File: src/rtl/tb04_out_sched.sv
// tb04_out_sched: paces CPU and debug bytes onto a UART nibble port.
// Ports:
//   tb04_clk, rst (async, active-high)
//   cpu_wo/cpu_nib       : CPU nibble writes, high nibble first
//   dbg_valid/dbg_byte   : debug byte source, dbg_ready accepts
//   uart_busy            : async UART busy flag (synchronized inside)
//   wo/out_nib           : one-cycle nibble write to the UART
//   cpu_full/cpu_ovf     : CPU FIFO full and sticky drop flag
//   gnt_dbg              : byte in flight came from the debug source
module tb04_out_sched #(
    parameter int GAP_CYC    = 8,
    parameter int FIFO_DEPTH = 4
) (
    input  logic       tb04_clk,
    input  logic       rst,
    input  logic       cpu_wo,
    input  logic [3:0] cpu_nib,
    input  logic       dbg_valid,
    input  logic [7:0] dbg_byte,
    output logic       dbg_ready,
    input  logic       uart_busy,
    output logic       wo,
    output logic [3:0] out_nib,
    output logic       cpu_full,
    output logic       cpu_ovf,
    output logic       gnt_dbg
);

    localparam int AW = $clog2(FIFO_DEPTH);
    localparam int PW = AW + 1;
    localparam int CW = $clog2(GAP_CYC) + 1;
    localparam logic [CW-1:0] GAP_LD = CW'(GAP_CYC - 1);
    localparam logic [1:0] DRAIN_LD = 2'd3;

    if (FIFO_DEPTH < 2 || (FIFO_DEPTH & (FIFO_DEPTH - 1)) != 0) begin : g_bad_depth
        $error("FIFO_DEPTH must be a power of two >= 2");
    end
    if (GAP_CYC < 1) begin : g_bad_gap
        $error("GAP_CYC must be >= 1");
    end

    typedef enum logic [2:0] {
        S_IDLE,
        S_HI,
        S_GAP,
        S_LO,
        S_DRAIN
    } state_e;

    state_e          state_q, state_d;
    logic            busy_m_q, busy_s_q;
    logic [3:0]      mem_q [FIFO_DEPTH];
    logic [PW-1:0]   wr_q, wr_d;
    logic [PW-1:0]   rd_q, rd_d;
    logic [PW-1:0]   fifo_cnt;
    logic [AW-1:0]   rd_idx0, rd_idx1;
    logic [7:0]      cpu_byte;
    logic [7:0]      byte_q, byte_d;
    logic [CW-1:0]   pace_q, pace_d, pace_dec;
    logic [1:0]      drain_q, drain_d;
    logic            wo_q, wo_d;
    logic [3:0]      out_nib_q, out_nib_d;
    logic            dbg_ready_q, dbg_ready_d;
    logic            gnt_dbg_q, gnt_dbg_d;
    logic            ovf_q, ovf_d;
    logic            last_dbg_q, last_dbg_d;
    logic            push;
    logic            cpu_elig;
    logic            arb_ok;
    logic            take_dbg, take_cpu;

    // Pointers carry one extra wrap bit so full and empty differ.
    assign cpu_full = (wr_q[AW] != rd_q[AW]) &&
                      (wr_q[AW-1:0] == rd_q[AW-1:0]);
    assign fifo_cnt = wr_q - rd_q;

    // Full is judged on current pointers, so a pop in the same
    // cycle never makes room for the push.
    assign push     = cpu_wo && !cpu_full;
    assign cpu_elig = fifo_cnt >= PW'(2);

    assign rd_idx0  = rd_q[AW-1:0];
    assign rd_idx1  = rd_q[AW-1:0] + AW'(1);
    assign cpu_byte = {mem_q[rd_idx0], mem_q[rd_idx1]};

    assign arb_ok = (state_q == S_IDLE) && (pace_q == '0) && !busy_s_q;

    // last_dbg_q set: debug wins the next contested grant. It is set
    // after a CPU grant and cleared after a debug grant, so out of
    // reset the CPU takes the first contest.
    assign take_dbg = arb_ok && dbg_valid && (!cpu_elig || last_dbg_q);
    assign take_cpu = arb_ok && cpu_elig && !take_dbg;

    assign pace_dec = (pace_q != '0) ? pace_q - CW'(1) : '0;

    always_comb begin
        state_d     = state_q;
        wr_d        = wr_q + PW'(push);
        rd_d        = rd_q;
        byte_d      = byte_q;
        pace_d      = pace_dec;
        drain_d     = (drain_q != 2'd0) ? drain_q - 2'd1 : 2'd0;
        wo_d        = 1'b0;
        out_nib_d   = out_nib_q;
        dbg_ready_d = 1'b0;
        gnt_dbg_d   = gnt_dbg_q;
        ovf_d       = ovf_q | (cpu_wo & cpu_full);
        last_dbg_d  = last_dbg_q;
        unique case (state_q)
            S_IDLE: begin
                if (take_dbg) begin
                    state_d     = S_HI;
                    byte_d      = dbg_byte;
                    out_nib_d   = dbg_byte[7:4];
                    wo_d        = 1'b1;
                    dbg_ready_d = 1'b1;
                    gnt_dbg_d   = 1'b1;
                    last_dbg_d  = 1'b0;
                end else if (take_cpu) begin
                    state_d    = S_HI;
                    byte_d     = cpu_byte;
                    out_nib_d  = cpu_byte[7:4];
                    wo_d       = 1'b1;
                    rd_d       = rd_q + PW'(2);
                    gnt_dbg_d  = 1'b0;
                    last_dbg_d = 1'b1;
                end
            end
            S_HI: begin
                state_d = S_GAP;
                pace_d  = GAP_LD;
            end
            S_GAP: begin
                if (pace_dec == '0) begin
                    state_d   = S_LO;
                    wo_d      = 1'b1;
                    out_nib_d = byte_q[3:0];
                end
            end
            S_LO: begin
                state_d = S_DRAIN;
                pace_d  = GAP_LD;
                drain_d = DRAIN_LD;
            end
            S_DRAIN: begin
                // drain_q holds off busy_s sampling until a busy
                // raised right after the LO write has crossed the
                // synchronizer.
                if (pace_dec == '0 && drain_q == 2'd0 && !busy_s_q) begin
                    state_d   = S_IDLE;
                    gnt_dbg_d = 1'b0;
                end
            end
            default: begin
                state_d = S_IDLE;
            end
        endcase
    end

    always_ff @(posedge tb04_clk or posedge rst) begin
        if (rst) begin
            state_q     <= S_IDLE;
            busy_m_q    <= 1'b0;
            busy_s_q    <= 1'b0;
            wr_q        <= '0;
            rd_q        <= '0;
            byte_q      <= '0;
            pace_q      <= '0;
            drain_q     <= 2'd0;
            wo_q        <= 1'b0;
            out_nib_q   <= 4'd0;
            dbg_ready_q <= 1'b0;
            gnt_dbg_q   <= 1'b0;
            ovf_q       <= 1'b0;
            last_dbg_q  <= 1'b0;
        end else begin
            state_q     <= state_d;
            busy_m_q    <= uart_busy;
            busy_s_q    <= busy_m_q;
            wr_q        <= wr_d;
            rd_q        <= rd_d;
            byte_q      <= byte_d;
            pace_q      <= pace_d;
            drain_q     <= drain_d;
            wo_q        <= wo_d;
            out_nib_q   <= out_nib_d;
            dbg_ready_q <= dbg_ready_d;
            gnt_dbg_q   <= gnt_dbg_d;
            ovf_q       <= ovf_d;
            last_dbg_q  <= last_dbg_d;
        end
    end

    // Storage needs no reset; the pointers define what is valid.
    always_ff @(posedge tb04_clk) begin
        if (push) begin
            mem_q[wr_q[AW-1:0]] <= cpu_nib;
        end
    end

    assign wo        = wo_q;
    assign out_nib   = out_nib_q;
    assign dbg_ready = dbg_ready_q;
    assign gnt_dbg   = gnt_dbg_q;
    assign cpu_ovf   = ovf_q;

endmodule
File: config.mk
export PLATFORM = sky130hd
export DESIGN_NAME = tb04_out_sched
export DESIGN_NICKNAME = d
export VERILOG_FILES = /design/src/rtl/tb04_out_sched.sv
export SDC_FILE = /design/constraint.sdc
export NUM_CORES = 1
export LEC_CHECK = 0
export ABC_AREA = 0
export CAP_MARGIN = 5
export CORE_UTILIZATION = 54
export CTS_CLUSTER_SIZE = 16
export DETAILED_ROUTE_END_ITERATION = 10
export GPL_TIMING_DRIVEN = 0
export PLACE_DENSITY = 0.81
export SLEW_MARGIN = 40
export SYNTH_ARGS = -nofsm -noshare
export SYNTH_HDL_FRONTEND = slang
export SYNTH_SLANG_ARGS = --single-unit
File: constraint.sdc
create_clock -name tb04_clk -period 2.5 [get_ports tb04_clk]
set_input_delay 0.25 -clock tb04_clk [delete_from_list [all_inputs] [get_ports tb04_clk]]
set_output_delay 0.25 -clock tb04_clk [all_outputs]
set_load 0.02 [all_outputs]
# [Word-level counts from Yosys, hierarchy flattened]
# Memories as Yosys holds them, arrays and structs flattened.
# Cells that the tools add are included.
[totals] inputBits=17 ram_bits=16 mem_count=1 regBits=30 out_inout_bits=9
[memory_table] memory="mem_q" depth=4 width=4 rd=2 rd_ports_with_merged_regs=0 write_ports=1 line_no="52" source="logic [3:0] mem_q [FIFO_DEPTH];"
[op_classes] n_reduce_logical=30 bitwise=3 add_sub_neg=6 eq_ne=9 n_mux=29 magnitude_cmp=1
[ops] op="4-bit two-way mux" count=7
[ops] op="3-bit case mux with 5 select lines" count=1
[ops] op="1-bit two-way mux" count=12
[ops] op="3-bit two-way mux" count=4
[ops] op="3-bit AND reduction" count=4
[ops] op="1-bit logical AND" count=10
[ops] op="4-bit zero test" count=2
[ops] op="4-bit case mux with 2 select lines" count=1
[ops] op="2-bit nonzero test" count=4
[ops] op="3-bit by 2-bit equality test with 1-bit output (second input constant)" count=2
[ops] op="1-bit zero test" count=4
[ops] op="2-bit two-way mux" count=2
[ops] op="2-bit inequality test (second input constant)" count=2
[ops] op="1-bit case mux with 2 select lines" count=2
[ops] op="4-bit nonzero test" count=1
[ops] op="4-bit by 1-bit subtractor with 4-bit output (second input constant)" count=1
[ops] op="3-bit by 1-bit adder with 3-bit output" count=1
[ops] op="3-bit by 2-bit adder with 3-bit output (second input constant)" count=1
[ops] op="3-bit by 1-bit equality test with 1-bit output (second input constant)" count=1
[ops] op="3-bit equality test (second input constant)" count=1
[ops] op="3-bit by 2-bit >= comparator with 1-bit output (second input constant)" count=1
[ops] op="3-bit zero test" count=1
[ops] op="3-bit inequality test (second input constant)" count=1
[ops] op="3-bit subtractor" count=1
[ops] op="other kinds (11)" count=11

# [Depth between registers and ports, before layout]
# Gate-level depths: netlist of the first run.
[depth] word_depth=10 mapped_depth=9 ltp_nobuf=8

# [Worst setup path after synthesis of the first run]
# Ideal clock, no wire load.
[synth_timing] kind="register -> register" start="reg wr_q[1]" end="mem mem_q[2][0] (enable)" arrival_ns=1.671 path_stages_with_launch=6 setup_ns=0.329 t_required_ns=2.171 synth_period_minus_slack_ns=2.000 setup_slack_ns=0.500 path_buffers=0 path_cell_list="dfrtp_1 > inv_1 > ha_1 > and3_1 > or3b_2 > nor2_1"
[synth_via] elab_chain_len=6
[synth_rtl] item="start, declared" line_no="53" source="logic [PW-1:0] wr_q, wr_d;"
[synth_rtl] item="start signal, assigned" line_no="180" source="wr_q <= wr_d;"
[synth_rtl] item="2-bit equality test" line_no="74" source="(wr_q[AW-1:0] == rd_q[AW-1:0]);"
[synth_rtl] item="1-bit logical AND" line_no="73" source="assign cpu_full = (wr_q[AW] != rd_q[AW]) &&"
[synth_rtl] item="via cpu_full" line_no="24" source="output logic cpu_full,"
[synth_rtl] item="1-bit zero test" line_no="79" source="assign push = cpu_wo && !cpu_full;"
[synth_rtl] item="1-bit logical AND" line_no="79"
[synth_rtl] item="1-bit two-way mux" line_no="196" source="if (push) begin"
[synth_rtl] item="1-bit two-way mux (not written as such)" line_no="197" source="mem_q[wr_q[AW-1:0]] <= cpu_nib;"
[synth_rtl] item="end, declared" line_no="52"
# The timed path passes the listed nets, and every way through them passes these cells.

# [Worst setup path after layout of the first run]
[layout_timing] start="reg wr_q[1]" end="out cpu_full"
[layout_via] elab_chain_len=2
[layout_rtl] item="2-bit equality test" line_no="74"
[layout_rtl] item="1-bit logical AND" line_no="73"
[layout_rtl] item="end, declared" line_no="24"
# No other way between the ends.

==> results of run 1 <==
metrics by stage:
stage	instance area [um2]	total power (W)	worst slack, ns	util [%]	std cells
global placement	2330	0.00238	0.427	67.1	233
CTS	2410	0.00287	0.329	69.6	241
finish	2410	0.00286	0.340	69.6	241
global route	2410	0.00308	0.199	69.6	241
detailed placement	2330	0.00242	0.378	67.1	233
floorplan	2020	0.00208	0.500	-	162
cells in the mapped netlist (all sizes together):
master	n	area share (%)
dfrtp	29	36
nand2	20	3.7
edfxtp	16	24
o21ai	9	2.2
mux2i	8	4.0
inv	7	1.3
nor2	7	1.3
o31ai	7	2.6
nand3	5	1.2
and2	4	1.2
buf	4	2.0
mux2	4	2.2
nor3	4	0.99
a21oi	3	0.74
nor4	3	1.5
o221ai	3	1.3
xor2	3	1.3
a211o	2	1.3
a21boi	2	1.3
and3	2	0.62
clkbuf	2	0.37
ha	2	1.2
nor2b	2	0.62
nor3b	2	0.74
or4	2	0.93
xnor2	2	0.87
a21o	1	0.37
nand2b	1	0.31
o21bai	1	0.93
o311a	1	0.50
or3	1	0.31
or3b	1	0.43
or4b	1	0.50
xnor3	1	1.1
area by class of cell:
type / instances / area (um2)
multi-input combinational: 104 / 737
timing repair buffer: 25 / 250
clock inverter: 2 / 15.0
sequential: 45 / 1210
tap: 46 / 57.6
fill: 266 / 1050
inverter: 7 / 26.3
buffer: 6 / 48.8
clock buffer: 6 / 72.6
where the power goes:
part | leakage [nW] | internal, W | total, W | switching [W]
combinational | 0.498 | 0.000585 | 0.00124 | 0.000656
clock | 0.0374 | 0.000197 | 0.000444 | 0.000247
sequential | 0.506 | 0.00101 | 0.00118 | 0.000167
total | 1.04 | 0.00179 | 0.00286 | 0.00107
registers in the layout, summed over array words and instances (netlist names), 2 cells and up:
name,count
out_nib,4
pace_q,4
mem_q,16
rd_q,2
wr_q,3
byte_q,4
state_q,3
drain_q,2
cell families after synthesis:
group,after synthesis,synth area share (%)
AOI/OAI and AO/OA,29,11.3
xor gates and xnor gates,6,3.29
adders and majority gates,2,1.24
buffers and inverters,13,3.72
DFF,45,59.8
muxes,12,6.20
and+or+nand+nor,55,14.5
worst reg2reg max path: stages, from the launching register on:
cell     delay [ns]
dfrtp_1        0.38
inv_1          0.09
ha_1           0.33
and3_1         0.21
or3b_2         0.47
nor2_1         0.33
metal layers:
layer | global-route usage, % | routed length (um)
met3 | 6.88 | 154
met5 | 0 | 0
met4 | 9.88 | 59
met1 | 26.0 | 1570
met2 | 30.1 | 1620
final timing paths:
check / slack [ns] / start / to / cells after the start
worst max register to register: 0.36 / wr_q[1] / mem_q[0][2] / 5
worst min-delay path: 0.33 / rst / byte_q[0] / 2
worst min register to register: 0.37 / busy_m_q / busy_s_q / 0
min in group tb04_clk: 0.37 / busy_m_q / busy_s_q / 0
worst max-delay path: 0.34 / wr_q[1] / cpu_full / 4
max in group asynchronous: 1.78 / rst / state_q[1] / 2
==> results.md, run 1 <==
* Status: finished clean
* Syn Area/Cell at 12.5 um2
* Area of the core at 3470 um2
* Worst-path clk slew at 0.09 ns
* Worst path top cell family by delay: buffers and inverters
* Most common cell after layout, fill and taps aside: dfrtp_1
* Setup Viol. Count Final at 0
* Worst path required time at 2.25 ns
* Via density at 5.50
* Crit path cell chain: inv_1, ha_1, and3_1, clkdlybuf4s50_1
* Yosys Warn Count at 0
* Root Buffer: clkbuf_8
* Final period util at 86.4%
* Layout Skew at 0.00729 ns
* Hpwl dp at 2.44 mm
* WL per Instance at 14.1 um
* Post-Syn Instances at 162
* Slew Viols, Final at 0
* H-tree Lvls at 2
* Vias at 1326
* Slew margin rel. at 60.0%
* Worst path max stage delay at 0.61 ns
* Fraction of layout cells with a size suffix above 1 at 12.3%
* Worst Setup End Kind: output port
* Die H at 63.1 um
* Post-CTS Setup Bufs at 0
* Cts bufs inserted at 5
* WHS at 0.329 ns
* ANT cells at 0
* CP max FO at 4
* CTS Sinks at 45
* Pwr Density at 1190 nW/um2
* Synth Register Bits at 45
* Total Wirelength at 3.40 mm
* Max VDD drop at 0.581 mV
* CP Buf/Inv Count at 2
* Crit Path Category: flip-flop to output port
* Maximum clock rate at 463 MHz
* Largest net degree at the start of global routing at 30
* Setup_tns at 0 ns
* Final Net Count at 213
* TritonCTS clock tree: done
* Initial antenna violation count at 0
* DRC at 0
* CP Launch Type: flip-flop
* DRT iter0 DRCs at 83
* Sequential-to-total area share from yosys stat at 59.8%
* CP arrival at 1.91 ns
* Post-DRT Antenna Nets at 0
* RSZ-0062 raised after global routing: no
* CP max-delay cell: clkdlybuf4s50_1
* Mapped Area at 2020 um2
* First-pass GRT wire length at 5.92 mm
* Mapped Nets at 181
* CTS Hold Buffers Added at 0
* P_leak at 1.04 nW
* Row cnt at 21
* Period minus WS final at 2.16 ns
* Die X-Extent at 63.1 um
* Hold Vio Cnt, Final at 0
* Distinct cells, synth at 40
* Die area at 3990 um2
* Worst Tran Pin Value at 0.599 ns
* Initial Utilization at 58.2%
* Gr ovfl total at 0
* Clk buf depth at 2
* Clock latency on the worst-skew pair at 0.30 ns
* Path type of the worst min-delay path: input port to async pin
* Most frequent cells in the layout: dfrtp_1, clkdlybuf4s50_1, nand2_1, edfxtp_1, o21ai_0
* Vias in the first global route at 1247
* Global placer's final weighted congestion at 0.744
* Tot GR Track Use at 20.1%
* Post-CTS sizing at 0
* I/O pin count at 26
* Pre-antenna DRT Iters at 4
* P&R area growth vs syn at 19.6%
* Port Buffer Count at 25
* Max-cap violations at 0
(Power assumes the default switching activity.)
==> inputs of run 2 (changes only) <==
--- a/config.mk
+++ b/config.mk
@@ -16,3 +16,4 @@
 export SYNTH_ARGS = -nofsm -noshare
 export SYNTH_HDL_FRONTEND = slang
 export SYNTH_SLANG_ARGS = --single-unit
+export TNS_END_PERCENT = 30
==> results of run 2 <==
The final DEF is identical to that of run 1; final timing and power are the same.
==> inputs of run 3 (changes only) <==
--- a/config.mk
+++ b/config.mk
@@ -6,7 +6,7 @@
 export NUM_CORES = 1
 export LEC_CHECK = 0
 export ABC_AREA = 0
-export CAP_MARGIN = 5
+export CAP_MARGIN = 20
 export CORE_UTILIZATION = 54
 export CTS_CLUSTER_SIZE = 16
 export DETAILED_ROUTE_END_ITERATION = 10
==> constraint.sdc (replaced) <==
create_clock -name tb04_clk -period 2.1 [get_ports tb04_clk]
set_input_delay 0.21 -clock tb04_clk [delete_from_list [all_inputs] [get_ports tb04_clk]]
set_output_delay 0.21 -clock tb04_clk [all_outputs]
set_load 0.02 [all_outputs]
==> run 3 against run 2 <==
  * Clock skew fell by 0.0012 ns
  * Final cell count did not move
  * Sequential power rose by 19%
  * Flip-flop and latch count did not move
  * Cell area rose by 1.3%
  * First-iteration DRC count fell by 9.6%
==> results.md, run 3 (synthesis gave the netlist of run 1 again) <==
* Status: finished clean
* Row cnt at 21
* Post-DRT Antenna Nets at 0
* Sequential cell area at 1210 um2
* Initial Utilization at 58.2%
* Dpl ws at -0.0215 ns
* Worst Tran Pin Value at 0.601 ns
* RSZ-0062 raised after global routing: yes
* Combinational power share at 44.2%
* Int Pwr at 0.00215 W
* # fillers at 262
* CP Buf/Inv Count at 2
* Worst setup margin at 0.0842 ns
* Max VDD drop at 0.721 mV
* Clock share of power at 15.2%
* Area of the core at 3470 um2
* Path type of the worst min-delay path: input port to async pin
* Hpwl dp at 2.44 mm
* Placed instance count at 233
* Pwr Density at 1420 nW/um2
* Worst path top cell family by delay: compound AO/OA/AOI/OAI gates
* CP Launch Type: flip-flop
* Net Sw Power at 0.00133 W
* CP max FO at 10
* Switching part of the total at 38.2%
* P_leak at 1.05 nW
* Port Buffer Count at 25
* H-tree Lvls at 2
* Setup Viol. Count Final at 0
* Global placer's final weighted congestion at 0.744
* Clk buf depth at 2
* Crit Path Category: flip-flop to flip-flop
* Crit path cell chain: clkbuf_1, nor4_2, nand3_2, o21bai_4, buf_6, a211o_1, a21oi_1
* ANT cells at 0
* Most common cell after layout, fill and taps aside: dfrtp_1
* Worst path required time at 2.33 ns
* P&R area growth vs syn at 21.2%
* Die area at 3990 um2
* Slew margin rel. at 59.9%
* Cts bufs inserted at 5
* Metal3 WL at 170 um
* Via density at 5.46
* DRT iter0 DRCs at 75
* Largest net degree at the start of global routing at 30
* Die H at 63.1 um
* Hold Vio Cnt, Final at 0
* Sequential power share at 40.6%
* WL per Instance at 14.5 um
* Pre-antenna DRT Iters at 4
* Most frequent cells in the layout: dfrtp_1, clkdlybuf4s50_1, nand2_1, edfxtp_1, o21ai_0
* Worst path max stage delay at 0.41 ns
* Initial antenna violation count at 0
* Vias at 1315
* DRC at 0
* Layout Skew at 0.00606 ns
* Die X-Extent at 63.1 um
* Maximum clock rate at 496 MHz
* Vias in the first global route at 1247
* CP max-delay cell: nor4_2
* CP arrival at 2.25 ns
* Tot GR Track Use at 20.1%
* CTS Sinks at 45
* Slew Viols, Final at 0
* Max FFs per register at 16
* Worst Setup End Kind: flip-flop
* Period minus WS final at 2.02 ns
* CTS Hold Buffers Added at 0
* TritonCTS clock tree: done
* First-pass GRT wire length at 5.92 mm
* Gr ovfl total at 0
* Total Wirelength at 3.49 mm
* Root Buffer: clkbuf_8
* WHS at 0.291 ns
* Fraction of layout cells with a size suffix above 1 at 15.9%
* Highest metal used: met4
* Multi-input combinational cell area at 769 um2
* Max-cap violations at 0
* WL met2 at 1.65 mm
* I/O pin count at 26
* Final period util at 96.0%
* Final Net Count at 213
* Post-Layout Cell Count at 241
* Met1 WL at 1.60 mm
* Worst-path clk slew at 0.08 ns
* Clock latency on the worst-skew pair at 0.30 ns
run 3: area by class of cell:
cell class	count	area share [%]
Sequential cell	45	49.4
Multi-Input combinational cell	104	31.5
Timing Repair Buffer	25	10.2
Clock buffer	6	2.97
Tap cell	46	2.35
Buffer	6	1.99
Inverter	7	1.07
Clock inverter	2	0.614
run 3: power groups by stage:
stage / combinational [W] / sequential, W / clock, W
after global routing: 0.00170 / 0.00145 / 0.000576
after floorplan: 0.00103 / 0.00145 / 0
after CTS: 0.00147 / 0.00140 / 0.000538
after global placement: 0.00143 / 0.00140 / 0
after detailed placement: 0.00146 / 0.00142 / 0
final: 0.00154 / 0.00141 / 0.000528
run 3: path summary, 6_finish.rpt:
check	start	end	slack, ns	depth (start not counted)
worst max-delay path	pace_q[1]	out_nib[0]	0.08	7
worst min-delay path	rst	last_dbg_q	0.29	2
worst max register to register	pace_q[1]	out_nib[0]	0.08	7
worst min register to register	busy_m_q	busy_s_q	0.38	0
max in group asynchronous	rst	wr_q[1]	1.38	2
min in group tb04_clk	uart_busy	busy_m_q	0.35	1
run 3: per-layer routing:
metal	GRT usage, %	up-vias
met5	0	-
met4	9.88	0
met3	6.88	7
met2	30.1	38
met1	26.0	618
li1	-	652
run 3: what timing repair did:
action                     CTS  global route
setup buffers                0             0
pin swaps                    0             4
setup endpoints to repair    9            15
gates resized for setup      1            11
run 3: stage by stage:
| step | area (um2) | setup TNS (ns) | power [W] | util, % |
|---|---|---|---|---|
| 2_1_floorplan | 2020 | 0 | 0.00247 | - |
| 3_3_place_gp | 2330 | 0 | 0.00283 | 67.1 |
| 3_5_place_dp | 2330 | -0.115 | 0.00288 | 67.1 |
| 4_1_cts | 2410 | -0.298 | 0.00341 | 69.6 |
| 5_1_grt | 2450 | -0.130 | 0.00373 | 70.5 |
| 6_report | 2450 | 0 | 0.00348 | 70.5 |
run 3: worst reg2reg max path: stages (launching register included):
cell	delay [ns]
dfrtp_1	0.36
clkbuf_1	0.19
nor4_2	0.41
nand3_2	0.19
o21bai_4	0.21
buf_6	0.15
a211o_1	0.31
a21oi_1	0.12
